## src/rtl/pwm_counter_if.sv

```systemverilog
// Control and status bundle for the PWM counter.
// The master side drives the configuration and controls; the slave side is the counter.
interface pwm_counter_if;
    logic        en;
    logic        count_reset;
    logic        upnotdown;
    logic [7:0]  prescale;
    logic [15:0] period;
    logic [15:0] count_val;
    logic        period_done;
    logic        dir_active;

    modport master (
        output en,
        output count_reset,
        output upnotdown,
        output prescale,
        output period,
        input  count_val,
        input  period_done,
        input  dir_active
    );

    modport slave (
        input  en,
        input  count_reset,
        input  upnotdown,
        input  prescale,
        input  period,
        output count_val,
        output period_done,
        output dir_active
    );
endinterface

```

## src/rtl/pwm_counter.sv

```systemverilog
// Prescaled up/down period counter feeding a PWM generator.
// Period, prescale and direction are shadowed and only re-sampled at a period boundary,
// on a synchronous clear, or on the first enabled cycle after the enable was low.
module pwm_counter (
    input  logic              clk,
    input  logic              rst_n,
    pwm_counter_if.slave      io_bus
);

    logic [15:0] r_count;
    logic        r_done;
    logic [7:0]  r_pre_cnt;
    logic [15:0] r_per_s;
    logic [7:0]  r_pre_s;
    logic        r_dir_s;
    logic        r_en_prev;

    logic        w_en_rise;
    logic [15:0] w_per_eff;
    logic [7:0]  w_pre_eff;
    logic        w_dir_eff;
    logic        w_tick;
    logic        w_boundary;
    logic        w_load;
    logic [15:0] w_count_next;
    logic [7:0]  w_pre_cnt_next;

    // Effective shadows: on an enable rising edge the fresh inputs count straight away.
    always_comb begin
        w_en_rise = io_bus.en & ~r_en_prev;
        w_per_eff = w_en_rise ? io_bus.period    : r_per_s;
        w_pre_eff = w_en_rise ? io_bus.prescale  : r_pre_s;
        w_dir_eff = w_en_rise ? io_bus.upnotdown : r_dir_s;

        // >= keeps the prescaler from running the long way round if a smaller
        // prescale was loaded while pre_cnt was already past it.
        w_tick = io_bus.en & ~io_bus.count_reset & (r_pre_cnt >= w_pre_eff);

        // Up counts wrap at (or past) the period; down counts reload at zero.
        w_boundary = w_tick & (w_dir_eff ? (r_count >= w_per_eff) : (r_count == 16'd0));
        w_load     = io_bus.count_reset | w_en_rise | w_boundary;
    end

    // Next count and prescaler values; clear beats enable and ticks.
    always_comb begin
        w_count_next   = r_count;
        w_pre_cnt_next = r_pre_cnt;
        if (io_bus.count_reset) begin
            w_count_next   = io_bus.upnotdown ? 16'd0 : io_bus.period;
            w_pre_cnt_next = 8'd0;
        end else if (io_bus.en) begin
            w_pre_cnt_next = w_tick ? 8'd0 : r_pre_cnt + 8'd1;
            if (w_boundary) begin
                w_count_next = w_dir_eff ? 16'd0 : io_bus.period;
            end else if (w_tick) begin
                w_count_next = w_dir_eff ? r_count + 16'd1 : r_count - 16'd1;
            end
        end
    end

    // State registers, shadows and the one-cycle boundary pulse.
    always_ff @(posedge clk or negedge rst_n) begin
        if (!rst_n) begin
            r_count   <= 16'd0;
            r_done    <= 1'b0;
            r_pre_cnt <= 8'd0;
            r_per_s   <= 16'd0;
            r_pre_s   <= 8'd0;
            r_dir_s   <= 1'b1;
            r_en_prev <= 1'b0;
        end else begin
            r_en_prev <= io_bus.en;
            r_count   <= w_count_next;
            r_pre_cnt <= w_pre_cnt_next;
            r_done    <= w_boundary;
            if (w_load) begin
                r_per_s <= io_bus.period;
                r_pre_s <= io_bus.prescale;
                r_dir_s <= io_bus.upnotdown;
            end
        end
    end

    assign io_bus.count_val   = r_count;
    assign io_bus.period_done = r_done;
    assign io_bus.dir_active  = r_dir_s;

endmodule

```

## src/flat_wrapper.sv

```systemverilog
// flat-port wrapper written by rule: the top's interface ports become plain ports
module pwm_counter_flat 
  (clk, rst_n, io_bus_en, io_bus_count_reset, io_bus_upnotdown, io_bus_prescale, io_bus_period, io_bus_count_val, io_bus_period_done, io_bus_dir_active);
  pwm_counter_if io_bus_i ();
  input  logic clk;
  input  logic rst_n;
  input wire logic [$bits(io_bus_i.en)-1:0] io_bus_en;
  input wire logic [$bits(io_bus_i.count_reset)-1:0] io_bus_count_reset;
  input wire logic [$bits(io_bus_i.upnotdown)-1:0] io_bus_upnotdown;
  input wire logic [$bits(io_bus_i.prescale)-1:0] io_bus_prescale;
  input wire logic [$bits(io_bus_i.period)-1:0] io_bus_period;
  output wire logic [$bits(io_bus_i.count_val)-1:0] io_bus_count_val;
  output wire logic [$bits(io_bus_i.period_done)-1:0] io_bus_period_done;
  output wire logic [$bits(io_bus_i.dir_active)-1:0] io_bus_dir_active;
  assign io_bus_i.en = io_bus_en;
  assign io_bus_i.count_reset = io_bus_count_reset;
  assign io_bus_i.upnotdown = io_bus_upnotdown;
  assign io_bus_i.prescale = io_bus_prescale;
  assign io_bus_i.period = io_bus_period;
  assign io_bus_count_val = io_bus_i.count_val;
  assign io_bus_period_done = io_bus_i.period_done;
  assign io_bus_dir_active = io_bus_i.dir_active;
  pwm_counter u_core (.clk(clk), .rst_n(rst_n), .io_bus(io_bus_i));
endmodule
```

## config.mk

```make
export PLATFORM = sky130hd
export DESIGN_NAME = pwm_counter_flat
export DESIGN_NICKNAME = d
export VERILOG_FILES = /design/src/rtl/pwm_counter_if.sv /design/src/rtl/pwm_counter.sv /design/src/flat_wrapper.sv
export SDC_FILE = /design/constraint.sdc
export NUM_CORES = 1
export LEC_CHECK = 0
export CORE_UTILIZATION = 29
export CTS_CLUSTER_DIAMETER = 200
export DETAILED_ROUTE_END_ITERATION = 16
export HOLD_SLACK_MARGIN = 0.15
export PLACE_DENSITY = 0.56
export SETUP_SLACK_MARGIN = 0.15
export SLEW_MARGIN = 10
export SYNTH_ARGS = -nofsm -noshare
export SYNTH_HDL_FRONTEND = slang
export SYNTH_SLANG_ARGS = --single-unit
export TNS_END_PERCENT = 5
```

## constraint.sdc

```tcl
create_clock -name clk -period 4.6 [get_ports clk]
set_input_delay 1.15 -clock clk [delete_from_list [all_inputs] [get_ports clk]]
set_output_delay 1.15 -clock clk [all_outputs]
set_load 0.05 [all_outputs]
```

==> impl_metrics.env <==
export IMPL_reg2reg_from="u_core.r_en_prev"
export IMPL_cp_max_fo=13
export IMPL_startpoint_type="input port"
export IMPL_postLayoutCoreUtil_pct=36.8
export IMPL_cp_required_ns=4.81
export IMPL_nFillCells=1284
export IMPL_hp_start="u_core.r_pre_s[0]"
export IMPL_cts_tree="done"
export IMPL_grt_ovfl_total=0
export IMPL_start_util_pct=30.1
export IMPL_ys_ff_latch=51
export IMPL_postRouteAntennaNets=0
export IMPL_grt_usage_pct=16.2
export IMPL_cpMostUsedCell="a21oi_1"
export IMPL_finalNonFillerCells=629
export IMPL_ios=47
export IMPL_slew_viol_final=0
export IMPL_placedInstanceArea_sq_um=4550
export IMPL_clkLatencyLatePin_ns=0.29
export IMPL_ff_latch_area_sq_um=1280
export IMPL_cts_sinks=51
export IMPL_antenna_found_initial=0
export IMPL_ir_drop_mv=0.166
export IMPL_antenna_cells=0
export IMPL_drive_above_1_share_pct=8.97
export IMPL_hpwl_microns=8120
export IMPL_gp_congestion=0.850
export IMPL_synth_edff_count=0
export IMPL_synth_most_common_cell="dfrtp_1"
export IMPL_maxCapViolations=0
export IMPL_chipHeight_microns=117
export IMPL_ys_seq_area_share_pct=33.2
export IMPL_hold_viol=0
export IMPL_timing_slew_headroom_pct=60.6
export IMPL_cp_startpoint="io_bus_en"
export IMPL_area_growth_pct=22.1
export IMPL_grt_pass1_wl_microns=17000
export IMPL_timing_setup_tns_ns=0
export IMPL_dr_total_vias=3332
export IMPL_post_cts_buffers=0
export IMPL_synthFlopType="dfrtp_1"
export IMPL_slowest_stage="or4_1"
export IMPL_synthArstFlopShare_pct=100
export IMPL_status="finished clean"
export IMPL_hp_class="reg2reg"
export IMPL_crit_type="in2reg"
export IMPL_cts_buffers_inserted=5
export IMPL_synthesis_area_sq_um=3840
export IMPL_powerDensity_nw_per_um2=368
export IMPL_finalClockSkew_ns=0.00792
export IMPL_worst_slew_pin_transition_ns=0.591
export IMPL_firstDrtPassIters=5
export IMPL_clock_path_buffers=2
export IMPL_dp_cells=622
export IMPL_drtIter0Drc=144
export IMPL_fin_area_sq_um=4690
export IMPL_avgSynthCellArea_sq_um=9.38
export IMPL_cpPeakStageDelay_ns=0.52
export IMPL_wirelength_microns=10500
export IMPL_netlist_area_leader_share_pct=32.5
export IMPL_rows=41
export IMPL_power_total_mw=1.73
export IMPL_grt_setup_unrepaired="false"
export IMPL_dieArea_sq_um=13700
export IMPL_yosysWarnings=0
export IMPL_crit_arrival_ns=4.32
export IMPL_nets=526
export IMPL_clkTransAtPathRegs_ns=0.07
export IMPL_multi_input_area_sq_um=2440
export IMPL_leakagePower_nw=2.03
export IMPL_coreArea_sq_um=12800
export IMPL_grt_pass1_vias=3241
export IMPL_htreeDepth=2
export IMPL_endpoint_kind="flop"
export IMPL_max_freq_mhz=244
export IMPL_cts_hold_buf=0
export IMPL_synth_cells=410
export IMPL_ys_types=54
export IMPL_drcViolationCount=0
export IMPL_period_share_pct=89.3
export IMPL_die_w_microns=117
export IMPL_vias_per_cell=5.30
export IMPL_wl_per_cell_microns=16.7
export IMPL_synthTopCellsByCount="dfrtp_1 (50), ha_1 (39), o21ai_0 (33), nand2_1 (31), a21oi_1 (29)"
export IMPL_path_cells="clkdlybuf4s50_1 -> nand2b_2 -> buf_4 -> nor2_1 -> a21oi_1 -> ha_1 -> and4_1 -> nor2b_1 -> a211o_1 -> a21oi_1 -> a311o_2 -> inv_2 -> or4_1 -> a31oi_1"
export IMPL_ctsResizeCount=0
export IMPL_yosys_area_top_type="dfrtp_1"
export IMPL_root_buffer="clkbuf_16"
export IMPL_setup_viol=0
export IMPL_synth_area_top_cells="dfrtp_1 (33%), ha_1 (13%), mux2_1 (5.6%)"
export IMPL_synth_nets=479
export IMPL_min_period_ns=4.11
export IMPL_grt_start_max_net_pins=46
export IMPL_port_buffer_count=46
## path summary, 6_finish.rpt
path | to | slack, ns | cells after the start
max | u_core.io_bus.count_val[4] | 0.49 | 14
min | u_core.r_pre_s[0] | 0.49 | 1
min in group asynchronous | u_core.r_pre_s[4] | 0.68 | 1
min reg2reg | u_core.r_pre_s[0] | 0.49 | 1
max reg2reg | u_core.io_bus.count_val[4] | 1.40 | 12
max in group asynchronous | u_core.r_per_s[3] | 3.11 | 2
## critical path: cells and delay by family
| family | cells | cell delay (ns) |
|---|---|---|
| compound gates | 5 | 1.01 |
| fa+ha+maj | 1 | 0.28 |
| buf+inv | 3 | 0.81 |
| simple gates | 5 | 1.07 |
## through the flow
| stage | worst slack (ns) | hold WS, ns |
|---|---|---|
| 2_1_floorplan | 0.308 | 0.452 |
| 3_3_place_gp | 0.289 | 0.469 |
| 3_5_place_dp | 0.199 | 0.476 |
| 4_1_cts | 0.490 | 0.490 |
| 5_1_grt | 0.242 | 0.495 |
| 6_report | 0.494 | 0.488 |
## layer usage
metal  global-route usage (%)  up-vias  wire length (microns)
li1                         -     1621                      -
met3                     2.68        6                    506
met4                     2.53        0                     63
met1                     22.7     1621                   5110
met5                        0        -                      0
met2                     26.5       84                   4800
## cells by family after synthesis
group,Yosys count,synth area share [%]
multiplexers,45,12.6
buffers and inverters,32,3.38
AND/OR/NAND/NOR,104,13.2
flip-flops,51,33.2
adder cells (fa/ha/maj),40,13.2
XOR/XNOR,14,3.19
AO/OA/AOI/OAI,124,21.2
## power by group
part | leakage (nW) | internal (mW) | total [mW] | switching, mW
registers | 0.619 | 0.501 | 0.575 | 0.0736
logic | 1.34 | 0.332 | 0.780 | 0.448
clock network | 0.0727 | 0.213 | 0.375 | 0.162
## flip-flops by register name, indices dropped and copies added, names as in the netlist
| signal | count |
|---|---|
| u_core.io_bus.period_done | 1 |
| u_core.r_per_s | 16 |
| u_core.io_bus.dir_active | 1 |
| u_core.r_pre_s | 8 |
| u_core.io_bus.count_val | 16 |
| u_core.r_en_prev | 1 |
| u_core.r_pre_cnt | 8 |
## placed cells by master, fill, tap and decap left out, types with 3 or more instances in the layout
master           instances
a211oi_1                 8
a21o_1                   3
a21oi_1                 29
a31oi_1                  6
buf_4                   12
clkbuf_16                5
clkdlybuf4s50_1         45
dfrtp_1                 50
ha_1                    39
inv_1                   12
mux2_1                  19
mux2_2                   8
mux2i_1                 17
nand2_1                 31
nand2b_1                 4
nand3_1                  7
nand4_1                  4
nor2_1                  26
nor2b_1                  8
nor3_1                   5
nor4_1                   5
o21a_1                  13
o21ai_0                 33
o311ai_0                 6
o31a_1                   3
o31ai_1                  6
o41ai_1                  3
xnor2_1                  9
xor2_1                   5
## final cells by class
type | count | area share (%)
Timing Repair Buffer | 59 | 12.0
Clock inverter | 1 | 0.107
Clock buffer | 6 | 2.96
Tap cell | 172 | 4.58
Inverter | 13 | 1.04
Sequential cell | 51 | 27.2
Multi-Input combinational cell | 327 | 52.1
No activity file was read; power rests on OpenSTA's default activity.
==> variant, RTL diff (same settings) <==
Make the reset (`rst_n`) synchronous in one clocked block.
--- a/src/rtl/pwm_counter.sv
+++ b/src/rtl/pwm_counter.sv
@@ -60,5 +60,5 @@
 
     // State registers, shadows and the one-cycle boundary pulse.
-    always_ff @(posedge clk or negedge rst_n) begin
+    always_ff @(posedge clk) begin
         if (!rst_n) begin
             r_count   <= 16'd0;
Behaviour: differs if rst_n is asserted again (counterexample within 4 cycles, from zero or initial values and one cycle with rst_n low); with rst_n held inactive, the same outputs for 10 cycles.
==> variant against the unedited design <==
- cell count is 2.2% lower
- worst setup slack got worse by 0.064 ns
- worst hold slack worse by 0.042 ns
- sequential cell count unchanged
- cell area down 6.2%
- wire length down 7.9%
- power shrank 22%
- core utilization is 1.0 points higher
- area after synthesis down 8.0%
- largest cell class unchanged
==> variant: results (changes against the unedited design) <==
run_status:
  outcome: "finished, final reports clean"
synthesis:
  synth_common_cells: "nand2_1, dfxtp_1, ha_1"
  synthFlopType: "dfxtp_1"
  async_flop_share: 0  # -1.00
  syn-num-nets: 492  # +2.7%
  avgSynthCellArea_sq_um: 8.36  # -11%
  seq_area_frac_synth: 0.289  # -0.0435
  ys_types: 48  # -11%
route:
  wirelength_um: 9650  # -7.9%
  via_per_inst: 5.23  # -1.3%
  drt_iter0_drc: 133  # -7.6%
  vias: 3214  # -3.5%
global_route:
  grtUsageTotal: 0.155  # -0.00699
  grt_pass1_wl_um: 15700  # -7.7%
  grt_pass1_vias: 3056  # -5.7%
  grt_max_degree: 27  # -41%
pwr:
  seqPwrFrac: 0.376  # +0.044
  swShare: 0.338  # -0.0570
  powerDensity_mw_per_mm2: 307  # -17%
  leakage_nw: 1.89  # -7.0%
  ir_drop_v: 0.000159  # -4.3%
  powerComb_mw: 0.473  # -39%
setup_path:
  timing.rr.start: "u_core.r_en_prev"
  slowest_stage: "clkdlybuf4s50_1"
  crit_path_max_fanout: 18  # +5
  r2r_cells: 14  # +2
  slowest_delay_ns: 0.49  # -0.03 ns
  crit_family: "compound AO/OA/AOI/OAI gates"
  r2r_end: "u_core.r_per_s[3]"
  crit_arrival_ns: 4.37  # +0.05 ns
layout:
  fillCellCount: 1200  # -6.5%
  drive_gt1_frac: 0.0742  # -0.0156
  nets: 541  # +2.9%
placement:
  pre_cts_slack_ns: 0.0252  # -0.173 ns
  port_buffers: 46  # unchanged
  place_area_sq_mm: 0.00423  # -7.1%
  dp.cells: 607  # -2.4%
  hpwl_um: 7350  # -9.5%
  routabilityCongestion: 0.805  # -5.3%
clocking:
  numCtsBuffers: 5  # unchanged
  cts-root-buf: "clkbuf_16"
timing:
  finalClockSkew_ns: 0.0136  # +0.00567 ns
  final.setup.worst_slack_ns: 0.430  # -0.0639 ns
  tightest_slew_ns: 0.808  # +0.217 ns
min_path:
  hp-class: "reg2reg"
  hp-start: "u_core.r_pre_s[1]"
  min_to: "u_core.r_pre_s[1]"
  holdPathStages: 2  # +1
==> variant: logic make-up after synthesis <==
group / count (synthesis) / synth area share
adders and majority gates: 40 / 0.144
xor gates and xnor gates: 19 / 0.0471
DFF: 51 / 0.289
muxes: 26 / 0.0754
AOI/OAI and AO/OA: 136 / 0.255
and+or+nand+nor: 121 / 0.150
buffers and inverters: 30 / 0.0396
==> variant: area by class of cell <==
cell class	count	share of cell area
Tap cell	143	0.0406
Clock buffer	6	0.0315
Clock inverter	1	0.00114
Multi-Input combinational cell	342	0.540
Timing Repair Buffer	63	0.147
Inverter	9	0.00767
Sequential cell	51	0.232
==> variant: metal layers <==
layer  global-route usage  part of all wire
met1                0.213              0.49
met2                0.254              0.46
met3               0.0259             0.044
met4               0.0347            0.0070
met5                    0                 0
==> variant: per-stage QoR <==
stage	hold slack (ns)	total power [mW]
2_1_floorplan	0.428	0.829
3_3_place_gp	0.437	0.974
3_5_place_dp	0.442	0.985
4_1_cts	0.452	1.36
5_1_grt	0.465	1.43
6_report	0.447	1.35
